[src/rtl/cpu_types_pkg.sv]
// Shared CPU types: next-PC source select and fetch-redirect controller states.
package cpu_types_pkg;

  typedef enum logic [1:0] {
    PC_SEQ = 2'd0,
    PC_JR  = 2'd1,
    PC_J   = 2'd2,
    PC_BR  = 2'd3
  } pcsrc_t;

  typedef enum logic [1:0] {
    RUN  = 2'd0,
    PEND = 2'd1,
    HALT = 2'd2
  } fctrl_state_t;

  // EX-stage redirects win over ID-stage; br also wins over a same-cycle jr.
  function automatic pcsrc_t redirect_sel(input logic br, input logic jr, input logic j);
    if (br)      return PC_BR;
    else if (jr) return PC_JR;
    else if (j)  return PC_J;
    else         return PC_SEQ;
  endfunction

endpackage

[src/rtl/fetch_redirect_ctrl_if.sv]
// Fetch-control bundle between datapath/hazard unit (master) and the redirect controller (slave).
interface fetch_redirect_ctrl_if;
  import cpu_types_pkg::*;

  logic   ihit;
  logic   stall_i;
  logic   halt_i;
  logic   br_req;
  logic   jr_req;
  logic   j_req;
  logic   pred_hit;
  logic   pcen;
  pcsrc_t PCSrc;
  logic   psel;
  logic   flush_ifid;
  logic   flush_idex;
  logic   pipe_hold;
  logic   halted;

  modport master (
    output ihit, stall_i, halt_i, br_req, jr_req, j_req, pred_hit,
    input  pcen, PCSrc, psel, flush_ifid, flush_idex, pipe_hold, halted
  );

  modport slave (
    input  ihit, stall_i, halt_i, br_req, jr_req, j_req, pred_hit,
    output pcen, PCSrc, psel, flush_ifid, flush_idex, pipe_hold, halted
  );

endinterface

[src/rtl/fetch_ctrl_sat_cnt.sv]
// Saturating up-counter used for fetch-controller statistics.
module fetch_ctrl_sat_cnt #(
  parameter int W = 32
) (
  input  logic         CLK,
  input  logic         nRST,
  input  logic         inc,
  output logic [W-1:0] cnt
);

  always_ff @(posedge CLK or negedge nRST) begin
    if (!nRST)                          cnt <= '0;
    else if (inc && (cnt != {W{1'b1}})) cnt <= cnt + 1'b1;
  end

endmodule

[src/rtl/fetch_redirect_ctrl.sv]
// Fetch redirect controller: steers next-PC select, PC enable and pipeline flush/hold.
// Optional statistics counters are built when FETCH_CTRL_STATS_EN is defined.
module fetch_redirect_ctrl
  import cpu_types_pkg::*;
#(
  parameter int CNT_W = 32
) (
  input  logic                 CLK,
  input  logic                 nRST,
  fetch_redirect_ctrl_if.slave fc
`ifdef FETCH_CTRL_STATS_EN
  ,
  output logic [CNT_W-1:0]     redirect_cnt,
  output logic [CNT_W-1:0]     pend_cnt
`endif
);

  fctrl_state_t state, state_n;
  pcsrc_t       src_q, src_n, sel;
  logic         halted_q;
  logic         pcen, psel, flush_ifid, flush_idex, pipe_hold;
  pcsrc_t       pcsrc;

  always_ff @(posedge CLK or negedge nRST) begin
    if (!nRST) begin
      state    <= RUN;
      src_q    <= PC_SEQ;
      halted_q <= 1'b0;
    end else begin
      state    <= state_n;
      src_q    <= src_n;
      halted_q <= (state_n == HALT);
    end
  end

  assign sel = redirect_sel(fc.br_req, fc.jr_req, fc.j_req);

  always_comb begin
    state_n    = state;
    src_n      = src_q;
    pcen       = 1'b0;
    pcsrc      = PC_SEQ;
    psel       = 1'b0;
    flush_ifid = 1'b0;
    flush_idex = 1'b0;
    pipe_hold  = 1'b0;
    // Outputs are forced quiet while reset is held, even though state already reads RUN.
    if (nRST) begin
      unique case (state)
        RUN: begin
          if (fc.halt_i) begin
            state_n = HALT;
          end else if (sel != PC_SEQ) begin
            // stall_i is ignored: the stalled instruction is on the wrong path.
            if (fc.ihit) begin
              pcen       = 1'b1;
              pcsrc      = sel;
              flush_ifid = 1'b1;
              flush_idex = (sel != PC_J);
            end else begin
              pipe_hold = 1'b1;
              src_n     = sel;
              state_n   = PEND;
            end
          end else begin
            psel = fc.pred_hit;
            pcen = fc.ihit & ~fc.stall_i;
          end
        end
        PEND: begin
          // New requests, stall and halt are frozen/wrong-path until the redirect lands.
          pcsrc     = src_q;
          pipe_hold = 1'b1;
          pcen      = fc.ihit;
          if (fc.ihit) begin
            flush_ifid = 1'b1;
            flush_idex = (src_q != PC_J);
            state_n    = RUN;
          end
        end
        HALT: ;
        default: state_n = RUN;
      endcase
    end
  end

  assign fc.pcen       = pcen;
  assign fc.PCSrc      = pcsrc;
  assign fc.psel       = psel;
  assign fc.flush_ifid = flush_ifid;
  assign fc.flush_idex = flush_idex;
  assign fc.pipe_hold  = pipe_hold;
  assign fc.halted     = halted_q;

`ifdef FETCH_CTRL_STATS_EN
  logic redir_inc, pend_inc;
  assign redir_inc = pcen && (pcsrc != PC_SEQ);
  assign pend_inc  = (state == PEND);

  fetch_ctrl_sat_cnt #(.W(CNT_W)) u_redir_cnt (
    .CLK (CLK),
    .nRST(nRST),
    .inc (redir_inc),
    .cnt (redirect_cnt)
  );

  fetch_ctrl_sat_cnt #(.W(CNT_W)) u_pend_cnt (
    .CLK (CLK),
    .nRST(nRST),
    .inc (pend_inc),
    .cnt (pend_cnt)
  );
`endif

endmodule

[src/flat_wrapper.sv]
// flat-port wrapper written by rule: the top's interface ports become plain ports
module fetch_redirect_ctrl_flat import cpu_types_pkg::*;
#(
  parameter int CNT_W = 32
)
  (CLK, nRST, fc_ihit, fc_stall_i, fc_halt_i, fc_br_req, fc_jr_req, fc_j_req, fc_pred_hit, fc_pcen, fc_PCSrc, fc_psel, fc_flush_ifid, fc_flush_idex, fc_pipe_hold, fc_halted);
  fetch_redirect_ctrl_if fc_i ();
  input  logic CLK;
  input  logic nRST;
  input wire logic [$bits(fc_i.ihit)-1:0] fc_ihit;
  input wire logic [$bits(fc_i.stall_i)-1:0] fc_stall_i;
  input wire logic [$bits(fc_i.halt_i)-1:0] fc_halt_i;
  input wire logic [$bits(fc_i.br_req)-1:0] fc_br_req;
  input wire logic [$bits(fc_i.jr_req)-1:0] fc_jr_req;
  input wire logic [$bits(fc_i.j_req)-1:0] fc_j_req;
  input wire logic [$bits(fc_i.pred_hit)-1:0] fc_pred_hit;
  output wire logic [$bits(fc_i.pcen)-1:0] fc_pcen;
  output wire logic [$bits(fc_i.PCSrc)-1:0] fc_PCSrc;
  output wire logic [$bits(fc_i.psel)-1:0] fc_psel;
  output wire logic [$bits(fc_i.flush_ifid)-1:0] fc_flush_ifid;
  output wire logic [$bits(fc_i.flush_idex)-1:0] fc_flush_idex;
  output wire logic [$bits(fc_i.pipe_hold)-1:0] fc_pipe_hold;
  output wire logic [$bits(fc_i.halted)-1:0] fc_halted;
  assign fc_i.ihit = fc_ihit;
  assign fc_i.stall_i = fc_stall_i;
  assign fc_i.halt_i = fc_halt_i;
  assign fc_i.br_req = fc_br_req;
  assign fc_i.jr_req = fc_jr_req;
  assign fc_i.j_req = fc_j_req;
  assign fc_i.pred_hit = fc_pred_hit;
  assign fc_pcen = fc_i.pcen;
  assign fc_PCSrc = fc_i.PCSrc;
  assign fc_psel = fc_i.psel;
  assign fc_flush_ifid = fc_i.flush_ifid;
  assign fc_flush_idex = fc_i.flush_idex;
  assign fc_pipe_hold = fc_i.pipe_hold;
  assign fc_halted = fc_i.halted;
  fetch_redirect_ctrl #(.CNT_W(CNT_W)) u_core (.CLK(CLK), .nRST(nRST), .fc(fc_i));
endmodule
[config.mk]
export PLATFORM = sky130hd
export DESIGN_NAME = fetch_redirect_ctrl_flat
export DESIGN_NICKNAME = d
export VERILOG_FILES = /design/src/rtl/cpu_types_pkg.sv /design/src/rtl/fetch_redirect_ctrl_if.sv /design/src/rtl/fetch_ctrl_sat_cnt.sv /design/src/rtl/fetch_redirect_ctrl.sv /design/src/flat_wrapper.sv
export SDC_FILE = /design/constraint.sdc
export NUM_CORES = 1
export LEC_CHECK = 0
export CORE_AREA = 5 5 42 44
export CTS_CLUSTER_DIAMETER = 50
export DETAILED_ROUTE_END_ITERATION = 8
export DIE_AREA = 0 0 47 49
export HOLD_SLACK_MARGIN = 0.02
export PLACE_DENSITY = 0.73
export SLEW_MARGIN = 5
export SYNTH_ARGS = -nofsm -noshare
export SYNTH_HDL_FRONTEND = slang
export SYNTH_SLANG_ARGS = --single-unit
[constraint.sdc]
create_clock -name CLK -period 1.6 [get_ports CLK]
set_input_delay 0.32 -clock CLK [delete_from_list [all_inputs] [get_ports CLK]]
set_output_delay 0.32 -clock CLK [all_outputs]
set_load 0.005 [all_outputs]
==> results.py, run 1 <==
metrics = {
    "status": {
        "outcome": "complete, but fails checks",
        "violations": "setup timing",
    },
    "final_layout": {
        "stdcell_area_um2": 747.0,
        "multi_input_area_um2": 282.8,
        "seqCellArea_um2": 125.1,
        "fillers": 140,
        "drive_above_1_share": 0.5238,
        "synthToLayoutAreaGrowth_pct": 82.57,
        "fin_nets": 94,
        "num_antenna_cells": 0,
    },
    "floorplan": {
        "rows": 14,
        "pin_count": 17,
        "die_area_um2": 2303,
        "die_w_um": 47,
        "initial_core_util": 0.2920,
        "die_h_um": 49,
        "core_um2": 1401,
    },
    "sta": {
        "hold_viol": 0,
        "setup-tns-final_ns": -0.2860,
        "fin_skew_ns": 0.004276,
        "fmax_mhz": 590.5,
        "slew_headroom": 0.8267,
        "rsz0062_at_grt": "yes",
        "fin_crit_sh": 1.058,
        "finalSetupViolations": 5,
        "slew_violations": 0,
        "tightest_slew_ns": 0.2600,
        "layout_setup_ws_ns": -0.09341,
        "period_needed_ns": 1.693,
    },
    "worst_setup_path": {
        "ff2ff_setup_slack_ns": 0.22,
        "crit_fanout": 4,
        "crit_path_start_kind": "flip-flop",
        "arrival_ns": 1.37,
        "worstPathRequired_ns": 1.28,
        "path_class": "flip-flop to output port",
        "reg2reg_from": "u_core.state[1]$_DFF_PN0_",
        "endpoint_kind": "output port",
        "worstRegToRegCells": 6,
        "worstReg2RegEnd": "u_core.src_q[0]$_DFFE_PN0P_",
    },
    "route": {
        "drtPass1Iterations": 4,
        "wl_met3_um": 77,
        "top_layer": "met4",
        "drtAntennaViolNets": 0,
        "vias": 487,
        "wl_per_cell_um": 11.95,
        "wirelength_um": 1195,
        "drtIter0Drc": 4,
        "post-route-drc-count": 0,
        "met1_length_um": 510,
        "route.met2.wl_um": 563,
        "vias_per_cell": 4.870,
    },
    "power": {
        "leakage_nw": 0.3635,
        "vdd.ir_drop.worst_mv": 0.5319,
        "power_density_nw_per_um2": 756.0,
    },
    "flow_run": {
        "drv_cap": 0,
    },
    "place": {
        "hpwlAfterDp_um": 913.7,
        "place_ws_ns": -0.6710,
        "placedInstanceArea_um2": 703.2,
        "routabilityCongestion": 0.7311,
        "portBuffers": 16,
    },
    "logic_synthesis": {
        "syn_area_per_cell_um2": 8.894,
        "synth_edf_count": 0,
        "async_flop_share": 1.000,
        "synth-simple-area-share": 0.3639,
        "synthCells": 46,
        "synth.area.mux_share": 0.02446,
        "synth-compound-area-share": 0.2446,
        "ys_types": 26,
        "synthesis.nets": 55,
        "synth-warning-count": 0,
        "synth_seq_area_share": 0.3058,
        "synth_top_family_by_area": "simple AND/OR/NAND/NOR gates",
        "netlist_area_um2": 409.1,
        "synthAdderAreaFrac": 0,
        "synth.ff_latch_count": 5,
        "synth_xor_area_frac": 0,
        "synth_flop_cell": "dfrtp_1",
    },
    "global_route": {
        "first_global_vias": 454,
        "grt_pass1_wl_um": 2042,
        "grt_antenna_before_repair": 0,
        "grt.total_usage": 0.1254,
        "grt_max_degree": 15,
        "grt_overflow": 0,
    },
    "worst_hold_path": {
        "hp-class": "primary input to async pin",
    },
    "cts": {
        "clock_latency_ns": 0.24,
        "cts.sinks": 5,
        "cts-root-buf": "clkbuf_4",
        "path_clk_slew_ns": 0.05,
        "h-tree-depth": 1,
        "tritoncts": "built",
        "cts_buffers": 3,
        "clockBufferDepth": 2,
        "cts_hold_buf": 0,
    },
}
-- metrics by stage --
step | hold WS (ns) | instances | util | total power, mW
after CTS | 0.1554 | 100 | 0.5330 | 0.5736
after detailed placement | 0.5448 | 93 | 0.5018 | 0.4045
after floorplan | 0.02441 | 46 | - | 0.2768
after global placement | 0.5396 | 93 | 0.5018 | 0.4000
final | 0.1577 | 100 | 0.5330 | 0.5647
after global routing | 0.1647 | 100 | 0.5330 | 0.6150
-- layout by cell type (no fill, tap or decap), types with 2 or more instances in the layout --
cell type	synthesis	layout
buf_4	0	17
dlygate4sd2_1	0	4
o211a_1	2	2
dfrtp_1	5	5
clkdlybuf4s50_1	0	2
clkbuf_4	0	3
a21boi_1	2	2
a21oi_1	4	3
o211ai_1	2	2
nand2_1	3	3
nor2_1	4	4
nor3_2	2	3
buf_6	1	4
buf_2	2	8
o21a_1	2	2
-- Yosys cell counts, drive strengths merged (2+ instances only) --
library cell	number	area [um2]
a21oi	4	20.02
o21a	2	15.01
o211a	2	20.02
o211ai	2	15.01
dfrtp	5	125.1
nand3	2	10.01
buf	3	21.27
nor3b	2	20.02
nor2b	2	12.51
nor3	4	41.29
nor2	4	15.01
nand2	3	11.26
a21boi	2	15.01
-- report_power, final --
group / internal (mW) / leakage (nW) / total (mW) / switching [mW]
clock network: 0.0944 / 0.0150 / 0.148 / 0.0535
registers: 0.161 / 0.0575 / 0.190 / 0.0289
logic: 0.135 / 0.291 / 0.227 / 0.0913
-- sequential cells by signal, indices dropped and copies added (netlist names) --
name and cells:
u_core.src_q 2, u_core.state 2, u_core.fc.halted 1
-- worst max-delay path, stage by stage, from the launching register on --
cell,delay (ns)
dfrtp_1,0.41
or3_4,0.39
nor3_2,0.11
o21a_1,0.12
buf_2,0.10
-- layout make-up --
| type | instances | share of cell area |
|---|---|---|
| flip-flops and latches | 5 | 0.1675 |
| repair buffers | 37 | 0.3869 |
| multi-input cells | 37 | 0.3786 |
| well taps | 16 | 0.02680 |
| clock buffers | 4 | 0.03518 |
| inverters | 1 | 0.005025 |
-- repair_timing --
item | 4_1_cts | 5_1_grt
setup endpoints to repair | 7 | 7
setup buffers | 4 | 0
pin swaps | 14 | 1
gates resized for setup | 51 | 0
-- routing by layer --
metal	vias to the layer above	track usage
met5	-	0
met4	0	0.09677
met3	5	0.02214
met2	14	0.1878
met1	227	0.1502
li1	241	-
-- cells by family (layout without fill, tap and decap cells) --
| family | count (synthesis) | in the layout |
|---|---|---|
| buf+inv | 4 | 42 |
| mux | 1 | 1 |
| simple gates | 22 | 22 |
| flops | 5 | 5 |
| compound gates | 14 | 14 |
-- worst max path at each step --
stage                              startpoint            to  depth (start not counted)
global route        u_core.state[1]$_DFF_PN0_  fc_pipe_hold                          4
detailed placement                  fc_halt_i  fc_pipe_hold                          5
finish              u_core.state[1]$_DFF_PN0_  fc_pipe_hold                          4
global placement                     fc_j_req       fc_psel                          4
floorplan           u_core.state[0]$_DFF_PN0_  fc_pipe_hold                          4
CTS                 u_core.state[1]$_DFF_PN0_  fc_pipe_hold                          4
Note: power is estimated with default switching activity, not from simulation.
==> run 2, diff against run 1 <==
PLACE_DENSITY = 0.63   (was 0.73)
SYNTH_HIERARCHICAL = 1   (was not set)
==> results.py, run 2 <==
metrics = {
    "global_route": {
        "grt_overflow": 0,
        "grt.total_usage": 0.1321,
        "grt_antenna_before_repair": 0,
        "grt_pass1_wl_um": 2214,
        "grt_max_degree": 10,
        "first_global_vias": 516,
    },
    "sta": {
        "layout_setup_ws_ns": -0.1330,
        "slew_headroom": 0.8371,
        "tightest_slew_ns": 0.2421,
        "period_needed_ns": 1.733,
        "slew_violations": 0,
        "hold_ws_ns": 0.2417,
        "hold_viol": 0,
        "fin_skew_ns": 0.001554,
        "setup-tns-final_ns": -0.3838,
        "fin_crit_sh": 1.083,
        "fmax_mhz": 577.0,
        "rsz0062_at_grt": "yes",
        "finalSetupViolations": 4,
    },
    "status": {
        "violations": "setup timing",
        "outcome": "complete, but fails checks",
    },
    "logic_synthesis": {
        "synth_top_area_share": 0.3175,
        "synth-warning-count": 6,
        "synth_flop_cell": "dfrtp_1",
        "synth_seq_area_share": 0.3175,
        "ys_types": 26,
        "async_flop_share": 1.000,
        "yosysTopAreaCell": "dfrtp_1",
        "netlist_area_um2": 394.1,
        "syn_area_per_cell_um2": 8.568,
        "synthesis.nets": 55,
        "synth.ff_latch_count": 5,
        "synth_edf_count": 0,
        "ys_top_cells_by_area": "dfrtp_1, a21oi_1, nor3_1",
        "synth_common_cells": "a21oi_1, dfrtp_1, nor3_1, o21ai_0, nor2_1",
        "synthCells": 46,
    },
    "floorplan": {
        "die_area_um2": 2303,
        "initial_core_util": 0.2813,
        "die_w_um": 47,
        "rows": 14,
        "core_um2": 1401,
        "die_h_um": 49,
        "pin_count": 17,
    },
    "final_layout": {
        "fin_util": 0.5464,
        "stdcell_area_um2": 765.7,
        "num_antenna_cells": 0,
        "final_cells": 99,
        "synthToLayoutAreaGrowth_pct": 94.29,
        "layout_common_cells": "buf_4, buf_2, dfrtp_1",
        "layout_commonest_cell": "buf_4",
        "drive_above_1_share": 0.5542,
        "fin_nets": 93,
    },
    "route": {
        "wl_per_cell_um": 13.25,
        "wirelength_um": 1312,
        "drtPass1Iterations": 3,
        "vias_per_cell": 5.010,
        "vias": 496,
        "drtAntennaViolNets": 0,
        "drtIter0Drc": 4,
        "post-route-drc-count": 0,
    },
    "flow_run": {
        "drv_cap": 0,
    },
    "power": {
        "leakage_nw": 0.3708,
        "power.total_mw": 0.5314,
        "vdd.ir_drop.worst_mv": 0.5472,
        "power_density_nw_per_um2": 693.9,
    },
    "cts": {
        "h-tree-depth": 1,
        "cts_buffers": 3,
        "cts_hold_buf": 0,
        "clock_latency_ns": 0.23,
        "path_clk_slew_ns": 0.04,
        "cts.sinks": 5,
        "tritoncts": "built",
        "cts-root-buf": "clkbuf_4",
        "clockBufferDepth": 2,
    },
    "place": {
        "placedInstanceArea_um2": 678.2,
        "place_ws_ns": -0.6498,
        "portBuffers": 16,
        "hpwlAfterDp_um": 939.5,
        "routabilityCongestion": 0.8065,
        "numPlacedInstances": 90,
    },
    "worst_setup_path": {
        "endpoint_kind": "output port",
        "cp-startpoint": "u_core/state[1]$_DFF_PN0_",
        "crit_path_start_kind": "flip-flop",
        "path_class": "flip-flop to output port",
        "ff2ff_setup_slack_ns": 0.04,
        "arrival_ns": 1.41,
        "crit_fanout": 2,
        "reg2reg_from": "u_core/state[0]$_DFF_PN0_",
        "worstPathRequired_ns": 1.28,
    },
    "worst_hold_path": {
        "hp-class": "primary input to async pin",
    },
}
-- run 2: power by group --
group / total (mW) / leakage, nW / internal [mW] / switching [mW]
clock: 0.139 / 0.0150 / 0.0938 / 0.0448
sequential: 0.170 / 0.0594 / 0.152 / 0.0185
combinational: 0.222 / 0.296 / 0.128 / 0.0942
total: 0.531 / 0.371 / 0.374 / 0.157
-- run 2: per-layer routing --
layer | track usage | vias up | wire [um]
li1 | - | 248 | -
met1 | 0.1441 | 236 | 552
met2 | 0.2195 | 8 | 689
met3 | 0.05535 | 4 | 50
met4 | 0.04608 | 0 | 20
met5 | 0 | - | 0
-- run 2: kinds of logic (layout without fill, tap and decap cells) --
family / Yosys count / after routing / share of synthesized area
compound gates: 19 / 19 / 0.3175
buf+inv: 4 / 41 / 0.06348
flops: 5 / 5 / 0.3175
simple gates: 18 / 18 / 0.3016
-- run 2: repair_timing --
action,4_1_cts,5_1_grt
resized for setup,46,9
pin swaps,5,7
buffers inserted,3,2
endpoints found under the setup margin,7,6
-- run 2: area by class of cell --
class	instances	area [um2]
fillers	147	635.6
well taps	16	20.02
repair buffers	36	294.0
multi-input cells	37	296.5
inverters	1	3.754
clock buffers	4	26.28
flip-flops and latches	5	125.1
-- run 2: worst paths after layout --
path / to / cells past startpoint
max reg2reg: u_core/src_q[0]$_DFFE_PN0P_ / 5
min: u_core/src_q[0]$_DFFE_PN0P_ / 2
max: fc_flush_idex / 6
max in group asynchronous: u_core/state[1]$_DFF_PN0_ / 2
min reg2reg: u_core/src_q[0]$_DFFE_PN0P_ / 2
min in group CLK: u_core/src_q[0]$_DFFE_PN0P_ / 4
-- run 2: critical path, stage by stage, from the launching register on --
cell,delay [ns]
dfrtp_1,0.38
buf_6,0.12
nor4b_4,0.21
o21ai_2,0.09
buf_4,0.14
a21oi_2,0.10
buf_2,0.12
